--- src/rtl/rggen_register_access_arbiter_pkg.sv ---
// Shared state type and helpers for the register access arbiter.
// Strobe expansion works on a fixed maximum width so one function serves every DATA_WIDTH up to 256.
package rggen_register_access_arbiter_pkg;

  localparam int MAX_DATA_WIDTH   = 256;
  localparam int MAX_STROBE_WIDTH = MAX_DATA_WIDTH / 8;

  typedef enum logic [1:0] {
    IDLE,
    ACCESS,
    RESPONSE
  } arbiter_state_e;

  function automatic int timeout_counter_width(input int timeout_cycles);
    int width;
    width = $clog2(timeout_cycles + 1);
    return (width < 1) ? 1 : width;
  endfunction

  function automatic logic [MAX_DATA_WIDTH-1:0] expand_strobe(
    input logic [MAX_STROBE_WIDTH-1:0] strobe
  );
    logic [MAX_DATA_WIDTH-1:0] mask;
    mask = '0;
    for (int i = 0; i < MAX_STROBE_WIDTH; i++) begin
      mask[i*8 +: 8] = {8{strobe[i]}};
    end
    return mask;
  endfunction

endpackage

--- src/rtl/rggen_round_robin_arbiter.sv ---
// Combinational round-robin pick: the first request found searching upward
// from the requester after last_grant, wrapping around.
module rggen_round_robin_arbiter #(
  parameter int REQUESTERS  = 2,
  parameter int INDEX_WIDTH = 1
) (
  input  logic [REQUESTERS-1:0]  request,
  input  logic [INDEX_WIDTH-1:0] last_grant,
  output logic [REQUESTERS-1:0]  grant
);

  always_comb begin
    logic                   found;
    logic [INDEX_WIDTH-1:0] candidate;
    grant     = '0;
    found     = 1'b0;
    candidate = '0;
    for (int offset = 1; offset <= REQUESTERS; offset++) begin
      candidate = INDEX_WIDTH'((int'(last_grant) + offset) % REQUESTERS);
      if (!found && request[candidate]) begin
        grant[candidate] = 1'b1;
        found            = 1'b1;
      end
    end
  end

endmodule

--- src/rtl/rggen_register_access_arbiter.sv ---
// Shares one register-block access port between several hosts: round-robin
// accept, hold the access until the block completes (or times out), then return the response.
module rggen_register_access_arbiter
  import rggen_register_access_arbiter_pkg::*;
#(
  parameter int REQUESTERS     = 2,
  parameter int ADDRESS_WIDTH  = 8,
  parameter int DATA_WIDTH     = 32,
  parameter int TIMEOUT_CYCLES = 0
) (
  input  logic                                clk,
  input  logic                                rst_n,
  input  logic [REQUESTERS-1:0]               req_valid,
  output logic [REQUESTERS-1:0]               req_ready,
  input  logic [REQUESTERS*ADDRESS_WIDTH-1:0] req_address,
  input  logic [REQUESTERS-1:0]               req_write,
  input  logic [REQUESTERS*DATA_WIDTH-1:0]    req_write_data,
  input  logic [REQUESTERS*DATA_WIDTH/8-1:0]  req_strobe,
  output logic [REQUESTERS-1:0]               rsp_valid,
  input  logic [REQUESTERS-1:0]               rsp_ready,
  output logic [DATA_WIDTH-1:0]               rsp_read_data,
  output logic                                rsp_error,
  output logic                                access_valid,
  input  logic                                access_ready,
  output logic [ADDRESS_WIDTH-1:0]            access_address,
  output logic                                access_write,
  output logic [DATA_WIDTH-1:0]               access_write_data,
  output logic [DATA_WIDTH-1:0]               access_write_mask,
  input  logic [DATA_WIDTH-1:0]               access_read_data,
  input  logic                                access_error
);

  localparam int STROBE_WIDTH  = DATA_WIDTH / 8;
  localparam int INDEX_WIDTH   = (REQUESTERS > 1) ? $clog2(REQUESTERS) : 1;
  localparam int COUNTER_WIDTH = timeout_counter_width(TIMEOUT_CYCLES);
  localparam logic [COUNTER_WIDTH-1:0] TIMEOUT_LAST =
    COUNTER_WIDTH'((TIMEOUT_CYCLES > 0) ? TIMEOUT_CYCLES - 1 : 0);
  localparam logic [INDEX_WIDTH-1:0] INITIAL_GRANT = INDEX_WIDTH'(REQUESTERS - 1);

  arbiter_state_e           state_q, state_d;
  logic [INDEX_WIDTH-1:0]   last_grant_q, last_grant_d;
  logic [REQUESTERS-1:0]    grant_q, grant_d;
  logic [ADDRESS_WIDTH-1:0] address_q, address_d;
  logic                     write_q, write_d;
  logic [DATA_WIDTH-1:0]    write_data_q, write_data_d;
  logic [DATA_WIDTH-1:0]    write_mask_q, write_mask_d;
  logic [DATA_WIDTH-1:0]    read_data_q, read_data_d;
  logic                     error_q, error_d;
  logic [COUNTER_WIDTH-1:0] timeout_count_q, timeout_count_d;

  logic [REQUESTERS-1:0]    winner;
  logic [INDEX_WIDTH-1:0]   winner_index;
  logic [STROBE_WIDTH-1:0]  winner_strobe;
  logic                     timed_out;

  rggen_round_robin_arbiter #(
    .REQUESTERS  (REQUESTERS),
    .INDEX_WIDTH (INDEX_WIDTH)
  ) u_arbiter (
    .request    (req_valid),
    .last_grant (last_grant_q),
    .grant      (winner)
  );

  always_comb begin
    winner_index = '0;
    for (int i = 0; i < REQUESTERS; i++) begin
      if (winner[i]) begin
        winner_index = INDEX_WIDTH'(i);
      end
    end
  end

  assign winner_strobe = req_strobe[winner_index*STROBE_WIDTH +: STROBE_WIDTH];
  assign timed_out     = (TIMEOUT_CYCLES != 0) && (timeout_count_q == TIMEOUT_LAST);

  always_comb begin
    state_d         = state_q;
    last_grant_d    = last_grant_q;
    grant_d         = grant_q;
    address_d       = address_q;
    write_d         = write_q;
    write_data_d    = write_data_q;
    write_mask_d    = write_mask_q;
    read_data_d     = read_data_q;
    error_d         = error_q;
    timeout_count_d = timeout_count_q;
    case (state_q)
      IDLE: begin
        if (|req_valid) begin
          last_grant_d    = winner_index;
          grant_d         = winner;
          address_d       = req_address[winner_index*ADDRESS_WIDTH +: ADDRESS_WIDTH];
          write_d         = req_write[winner_index];
          write_data_d    = req_write[winner_index]
                          ? req_write_data[winner_index*DATA_WIDTH +: DATA_WIDTH] : '0;
          write_mask_d    = req_write[winner_index]
                          ? DATA_WIDTH'(expand_strobe(MAX_STROBE_WIDTH'(winner_strobe))) : '0;
          read_data_d     = '0;
          error_d         = 1'b0;
          timeout_count_d = '0;
          state_d         = ACCESS;
        end
      end
      ACCESS: begin
        // A completion on the same edge as the timeout wins.
        if (access_ready) begin
          read_data_d = write_q ? '0 : access_read_data;
          error_d     = access_error;
          state_d     = RESPONSE;
        end else if (timed_out) begin
          read_data_d = '0;
          error_d     = 1'b1;
          state_d     = RESPONSE;
        end else if (TIMEOUT_CYCLES != 0) begin
          timeout_count_d = timeout_count_q + 1'b1;
        end
      end
      RESPONSE: begin
        if (|(rsp_ready & grant_q)) begin
          state_d = IDLE;
        end
      end
      default: state_d = IDLE;
    endcase
  end

  always_ff @(posedge clk) begin
    if (!rst_n) begin
      state_q         <= IDLE;
      last_grant_q    <= INITIAL_GRANT;
      grant_q         <= '0;
      address_q       <= '0;
      write_q         <= 1'b0;
      write_data_q    <= '0;
      write_mask_q    <= '0;
      read_data_q     <= '0;
      error_q         <= 1'b0;
      timeout_count_q <= '0;
    end else begin
      state_q         <= state_d;
      last_grant_q    <= last_grant_d;
      grant_q         <= grant_d;
      address_q       <= address_d;
      write_q         <= write_d;
      write_data_q    <= write_data_d;
      write_mask_q    <= write_mask_d;
      read_data_q     <= read_data_d;
      error_q         <= error_d;
      timeout_count_q <= timeout_count_d;
    end
  end

  assign req_ready         = (state_q == IDLE && rst_n) ? winner : '0;
  assign access_valid      = (state_q == ACCESS);
  assign rsp_valid         = (state_q == RESPONSE) ? grant_q : '0;
  assign rsp_read_data     = read_data_q;
  assign rsp_error         = error_q;
  assign access_address    = address_q;
  assign access_write      = write_q;
  assign access_write_data = write_data_q;
  assign access_write_mask = write_mask_q;

  // A requester must hold valid and payload steady until it is accepted.
  for (genvar r = 0; r < REQUESTERS; r++) begin : g_request_stable
    a_request_stable: assert property (@(posedge clk) disable iff (!rst_n)
      (req_valid[r] && !req_ready[r]) |=>
        (req_valid[r]
         && $stable(req_address[r*ADDRESS_WIDTH +: ADDRESS_WIDTH])
         && $stable(req_write[r])
         && $stable(req_write_data[r*DATA_WIDTH +: DATA_WIDTH])
         && $stable(req_strobe[r*STROBE_WIDTH +: STROBE_WIDTH])));
  end

endmodule

--- config.mk ---
export PLATFORM = sky130hd
export DESIGN_NAME = rggen_register_access_arbiter
export DESIGN_NICKNAME = d
export VERILOG_FILES = /design/src/rtl/rggen_register_access_arbiter_pkg.sv /design/src/rtl/rggen_round_robin_arbiter.sv /design/src/rtl/rggen_register_access_arbiter.sv
export SDC_FILE = /design/constraint.sdc
export NUM_CORES = 1
export LEC_CHECK = 0
export ABC_AREA = 0
export BUFFER_PORTS_ARGS = -buffer_cell sky130_fd_sc_hd__buf_2
export CAP_MARGIN = 20
export CORE_UTILIZATION = 49
export CTS_BUF_LIST = sky130_fd_sc_hd__clkbuf_4
export DETAILED_ROUTE_END_ITERATION = 6
export PLACE_DENSITY = 0.91
export SLEW_MARGIN = 20
export SYNTH_ARGS = -nofsm -noshare
export SYNTH_HDL_FRONTEND = slang
export SYNTH_SLANG_ARGS = --single-unit
--- constraint.sdc ---
create_clock -name clk -period 3.95 [get_ports clk]
set_input_delay 0.5925 -clock clk [delete_from_list [all_inputs] [get_ports clk]]
set_output_delay 0.5925 -clock clk [all_outputs]
set_load 0.1 [all_outputs]
==> out/metrics.csv, run 1 <==
metric,value,unit
fin_setup_tns,0,ns
num_vias,3906,
postCtsHoldBufs,0,
row_count,33,
numPlacedInstances,749,
fp.dieH,94.0,microns
syn_avg_cell_area,8.94,sq um
arrival,2.18,ns
ys_seq_area_share,40.0,%
synthSimpleGateAreaFrac,16.2,%
htree_levels,3,
netlist_instances,464,
vias_per_cell,5.11,
slowest_stage,buf_2,
worstSetupPathType,reg2out,
ys_seq_elements,83,
synth.distinct_cells,32,
synth_xor_area_share,0,%
grt.overflow.total,0,
synth_top_family_by_area,multiplexers,
endpoint_kind,output port,
leakagePower,2.67,nW
final.min_clock_period,2.78,ns
start_kind,register,
postRouteAntennaNets,0,
report.final.hold_viol_count,0,
cts_resized,0,
period_share,70.3,%
cts_buffers,9,
ios,241,
max_stage_delay,0.44,ns
antennaDiodeCount,0,
globalRouteMet2Util,41.2,%
cts_setup_buffers,0,
drive_gt1_share,40.9,%
cts_root_buf,clkbuf_4,
seq_area,1660,sq um
layoutNonFillerInstCount,765,
grt_antenna_before_repair,0,
worstSkewPairLatency,0.39,ns
worst_pin_slew,0.940,ns
relSlewSlack,37.1,%
status,"complete, no violations",
worst-path-buf-inv,2,
synth_area,4150,sq um
clockBufferDepth,2,
path_delay_family,buffers and inverters,
dieWidth,94.0,microns
max_freq,0.360,GHz
dieArea,8840,sq um
post_synth_mux_area_share,16.4,%
firstDrtPassIters,4,
met1_usage,25.5,%
n_fill_cell,696,
cts_tree,done,
vdd_drop_max,0.260,mV
power_density,443,nW/um^2
grt_max_degree,45,
finalCoreUtilization,63.2,%
place.gp.congestion,0.771,
synth_compound_area_share,13.4,%
cts_sinks,83,
start_util,50.5,%
syn_nets,594,
grt_pass1_wl,15900,microns
report.final.setup_viol,0,
min_from,access_read_data[28],
grt_use_met3,4.94,%
drt_iter0_markers,72,
nNetsFinal,785,
grt_pass1_vias,3670,
grt_setup_unrepaired,no,
dpl.hpwl,7750,microns
worst_clock_skew,0.0184,ns
multiInputGateArea,1910,sq um
synth_fa_ha_area_share,0,%
crit_chain,nor2_2 > nand2_1 > buf_4 > nor2_1 > buf_2,
port_buffers,240,
startpoint,state_q[1],
drv_slew,0,
wl,10500,microns
ys_warn_count,0,
wl_per_cell,13.7,microns
drc,0,
crit_required,3.36,ns
cp_max_fo,39,
clk_pin_slew,0.13,ns
holdCritPathClass,in2reg,
cap_violations,0,
rr_startpoint,state_q[1],
grt_usage,22.6,%
area_growth,25.2,%
busiest_layer,met2,
hold_ws,0.423,ns
core_region_area,8220,sq um
## kinds of logic (layout without fill, tap and decap cells)
logic type,after synthesis,after routing
buffers and inverters,104,300
DFF,83,83
muxes,68,68
AOI/OAI and AO/OA,68,68
and+or+nand+nor,141,141
## path summary, 6_finish.rpt
kind	end	slack, ns	depth (start not counted)
hold / removal	rsp_read_data[28]	0.42	3
setup reg to reg	access_write_data[27]	1.95	3
hold reg to reg	access_write_data[15]	0.47	2
setup / recovery	req_ready[1]	1.17	5
## layout make-up
cell class                 instances  share of cell area [%]
multi-input combinational        277                    36.7
sequential                        83                    32.0
timing repair buffer             245                    23.8
inverter                          39                    2.82
tap                              105                    2.53
clock buffer                      11                    1.59
clock inverter                     5                   0.578
## stage by stage
stage | setup WS [ns] | area, sq um | power [W]
finish | 1.17 | 5200 | 0.00230
global route | 1.02 | 5200 | 0.00241
CTS | 1.15 | 5200 | 0.00232
detailed placement | 1.35 | 5080 | 0.00191
global placement | 1.42 | 5080 | 0.00189
floorplan | 0.852 | 4150 | 0.00177
## flip-flops by register name (all words and copies together) (netlist names)
signal / flops
rsp_read_data: 32
access_write: 1
access_write_mask: 4
last_grant_q: 1
rsp_error: 1
access_address: 8
state_q: 2
access_write_data: 32
grant_q: 2
## tightest hold or removal path, cell delays in order
cell and delay [ns]:
buf_2 0.09, nand2_1 0.05, mux2i_1 0.05
## cell usage in the layout, fill, tap and decap left out, types with 3 or more instances in the layout
cell type    n
buf_2      240
nand2_1     87
dfxtp_1     83
mux2i_1     68
inv_1       39
o32ai_1     37
and2_1      36
a21oi_1     11
clkbuf_4    11
a311oi_1     8
buf_4        5
nor2_1       4
o21ai_0      4
and3b_1      3
## per-layer routing
| layer | part of all wire, % | vias up |
|---|---|---|
| li1 | - | 1934 |
| met1 | 42 | 1789 |
| met2 | 50 | 164 |
| met3 | 6.5 | 19 |
| met4 | 1.6 | 0 |
| met5 | 0 | - |
## Yosys cell counts, drive strengths merged
| cell type | instances | area, sq um |
|---|---|---|
| nand2 | 87 | 327 |
| dfxtp | 83 | 1660 |
| mux2i | 68 | 681 |
| buf | 53 | 390 |
| inv | 39 | 146 |
| o32ai | 37 | 324 |
| and2 | 36 | 225 |
| clkbuf | 12 | 45.0 |
| a21oi | 11 | 55.1 |
| a311oi | 8 | 70.1 |
| nor2 | 6 | 27.5 |
| o21ai | 5 | 36.3 |
| and3b | 3 | 26.3 |
| or2 | 3 | 18.8 |
| nor2b | 2 | 12.5 |
| nor3 | 2 | 15.0 |
| a211o | 1 | 8.76 |
| a21bo | 1 | 10.0 |
| a21boi | 1 | 11.3 |
| a21o | 1 | 7.51 |
| a221oi | 1 | 8.76 |
| a22oi | 1 | 12.5 |
| and4bb | 1 | 12.5 |
| nand2b | 1 | 6.26 |
| o211a | 1 | 10.0 |
## power breakdown
part | switching, W | internal (W) | total (W)
Clock | 0.000273 | 0.000141 | 0.000414
Combinational | 0.000753 | 0.000202 | 0.000955
Sequential | 0.0000387 | 0.000896 | 0.000934
No activity file was read; power rests on OpenSTA's default activity.
==> run 2, diff against run 1 <==
ABC_AREA = 1   (was 0)
CORE_UTILIZATION = 41   (was 49)
PLACE_DENSITY = 0.81   (was 0.91)
clock period = 2.4 ns   (was 3.95 ns; I/O delays follow)
==> out/metrics.csv, run 2 <==
metric,value,unit
relSlewSlack,65.0,%
cts_setup_buffers,0,
nNetsFinal,972,
worstSetupPathType,reg2out,
max_stage_delay,0.37,ns
dpl.hpwl,8590,microns
syn_nets,784,
wl,12000,microns
rr_startpoint,last_grant_q,
synth_top_area_share,39.4,%
ys_seq_elements,83,
fp.dieH,103,microns
area_growth,29.9,%
cts_sinks,83,
grt_antenna_before_repair,0,
worst_hold_path.endpoint,access_address[5],
dieArea,10700,sq um
postCtsHoldBufs,0,
dieWidth,103,microns
holdCritPathClass,in2reg,
leakagePower,2.99,nW
ff2ff_path_depth,7,
port_buffers,240,
htree_levels,3,
cts_buffers,9,
grt_pass1_vias,3966,
cts_resized,0,
synth.distinct_cells,21,
slowest_stage,dfxtp_1,
ys_seq_area_share,39.4,%
min_from,req_address[5],
firstDrtPassIters,5,
synth_ff_type,dfxtp_1,
synth-async-reset-ratio,0,%
vdd_drop_max,0.384,mV
crit_chain,inv_1 > nand2_1 > nor2_4 > nand3_1 > nor2_2 > buf_12,
worstSkewPairLatency,0.42,ns
drv_slew,0,
clk_pin_slew,0.13,ns
grt.overflow.total,0,
mostFrequentLayoutCells,"buf_2, nand2_1, nand3_1",
worst-path-buf-inv,2,
wl_per_cell,12.3,microns
grt_usage,22.3,%
grt_max_degree,45,
antennaDiodeCount,0,
fin_setup_tns,0,ns
period_share,85.0,%
ys_warn_count,0,
grt_setup_unrepaired,no,
yosysTopAreaCell,dfxtp_1,
final_common_cell,buf_2,
grt_pass1_wl,18500,microns
start_util,42.8,%
worst_clock_skew,0.0117,ns
cp_max_fo,5,
report.final.hold_viol_count,0,
synth.area.top_cells,"dfxtp_1, nand2_1, nand3_1",
path_delay_family,simple AND/OR/NAND/NOR gates,
cap_violations,0,
vias_per_cell,4.76,
ios,241,
drc,0,
endpoint_kind,output port,
hold_ws,0.166,ns
yosysMostFrequentCell,nand2_1,
place.gp.congestion,0.761,
netlist_instances,654,
core_region_area,9860,sq um
status,"complete, no violations",
arrival,1.68,ns
start_kind,register,
drt_iter0_markers,180,
cts_root_buf,clkbuf_4,
synth_area,4220,sq um
row_count,36,
power_density,846,nW/um^2
crit_required,2.04,ns
report.final.setup_viol,0,
final.min_clock_period,2.04,ns
reg2reg_setup_slack,0.68,ns
synth_edf_count,0,
worst_pin_slew,0.529,ns
max_freq,0.490,GHz
whs_path_depth,3,
clockBufferDepth,2,
r2r_end,access_write_data[2],
num_vias,4668,
finalCoreUtilization,55.6,%
syn_avg_cell_area,6.45,sq um
postRouteAntennaNets,0,
drive_gt1_share,32.8,%
ys_top_cells_by_count,"nand2_1, nand3_1, dfxtp_1",
cts_tree,done,
## run 2: cell count changes after synthesis, sizes merged, moves of 12 or more
cell / previous run / this run
and2: 36 / 0
nand2: 87 / 226
buf: 53 / 65
nor2: 6 / 48
nand3: 0 / 116
o32ai: 37 / 0
mux2i: 68 / 0
a21oi: 11 / 51
## run 2: metal layers
layer	up-vias	global-route usage, %	wire length [microns]
li1	2419	-	-
met1	2041	26.3	5060
met2	178	38.2	5820
met3	30	4.97	793
met4	0	10.8	354
met5	-	0	0
## run 2: power by group
| part | switching (W) | internal (W) |
|---|---|---|
| sequential | 0.0000675 | 0.00151 |
| clock | 0.000467 | 0.000533 |
| combinational | 0.00166 | 0.000402 |
## run 2: metrics by stage
step | instances | setup WS (ns) | instance area [sq um] | power [W]
2_1_floorplan | 654 | 0.0731 | 4230 | 0.00333
3_3_place_gp | 964 | 0.550 | 5300 | 0.00366
3_5_place_dp | 964 | 0.520 | 5300 | 0.00367
4_1_cts | 980 | 0.314 | 5480 | 0.00468
5_1_grt | 980 | 0.235 | 5480 | 0.00490
6_report | 980 | 0.360 | 5480 | 0.00464
## run 2: kinds of logic after synthesis
kind of cell / share of synthesized area, %
AND/OR/NAND/NOR: 39.2
buffers and inverters: 14.2
flip-flops: 39.4
AO/OA/AOI/OAI: 7.21
## run 2: worst max-delay path by stage
| stage | from | to | cells after the start |
|---|---|---|---|
| 2_1_floorplan | req_valid[1] | req_ready[0] | 5 |
| 3_3_place_gp | req_valid[1] | req_ready[1] | 6 |
| 3_5_place_dp | req_valid[1] | req_ready[1] | 6 |
| 4_1_cts | state_q[0] | req_ready[1] | 6 |
| 5_1_grt | last_grant_q | req_ready[1] | 4 |
| 6_report | state_q[0] | req_ready[1] | 6 |
## run 2: area by class of cell
class                   instances  area (sq um)
clock inverters                 6           104
fillers                      1026          4380
well taps                     133           166
multi-input cells             454          1970
clock buffers                  10          75.1
inverters                      41           154
repair buffers                253          1350
flip-flops and latches         83          1660
## run 2: worst reg2reg max path: cells and delay by family (launching register included)
| kind | cells | cell delay [ns] |
|---|---|---|
| AND/OR/NAND/NOR | 5 | 0.74 |
| buffers and inverters | 1 | 0.40 |
| flip-flops | 1 | 0.37 |
| AO/OA/AOI/OAI | 1 | 0.15 |
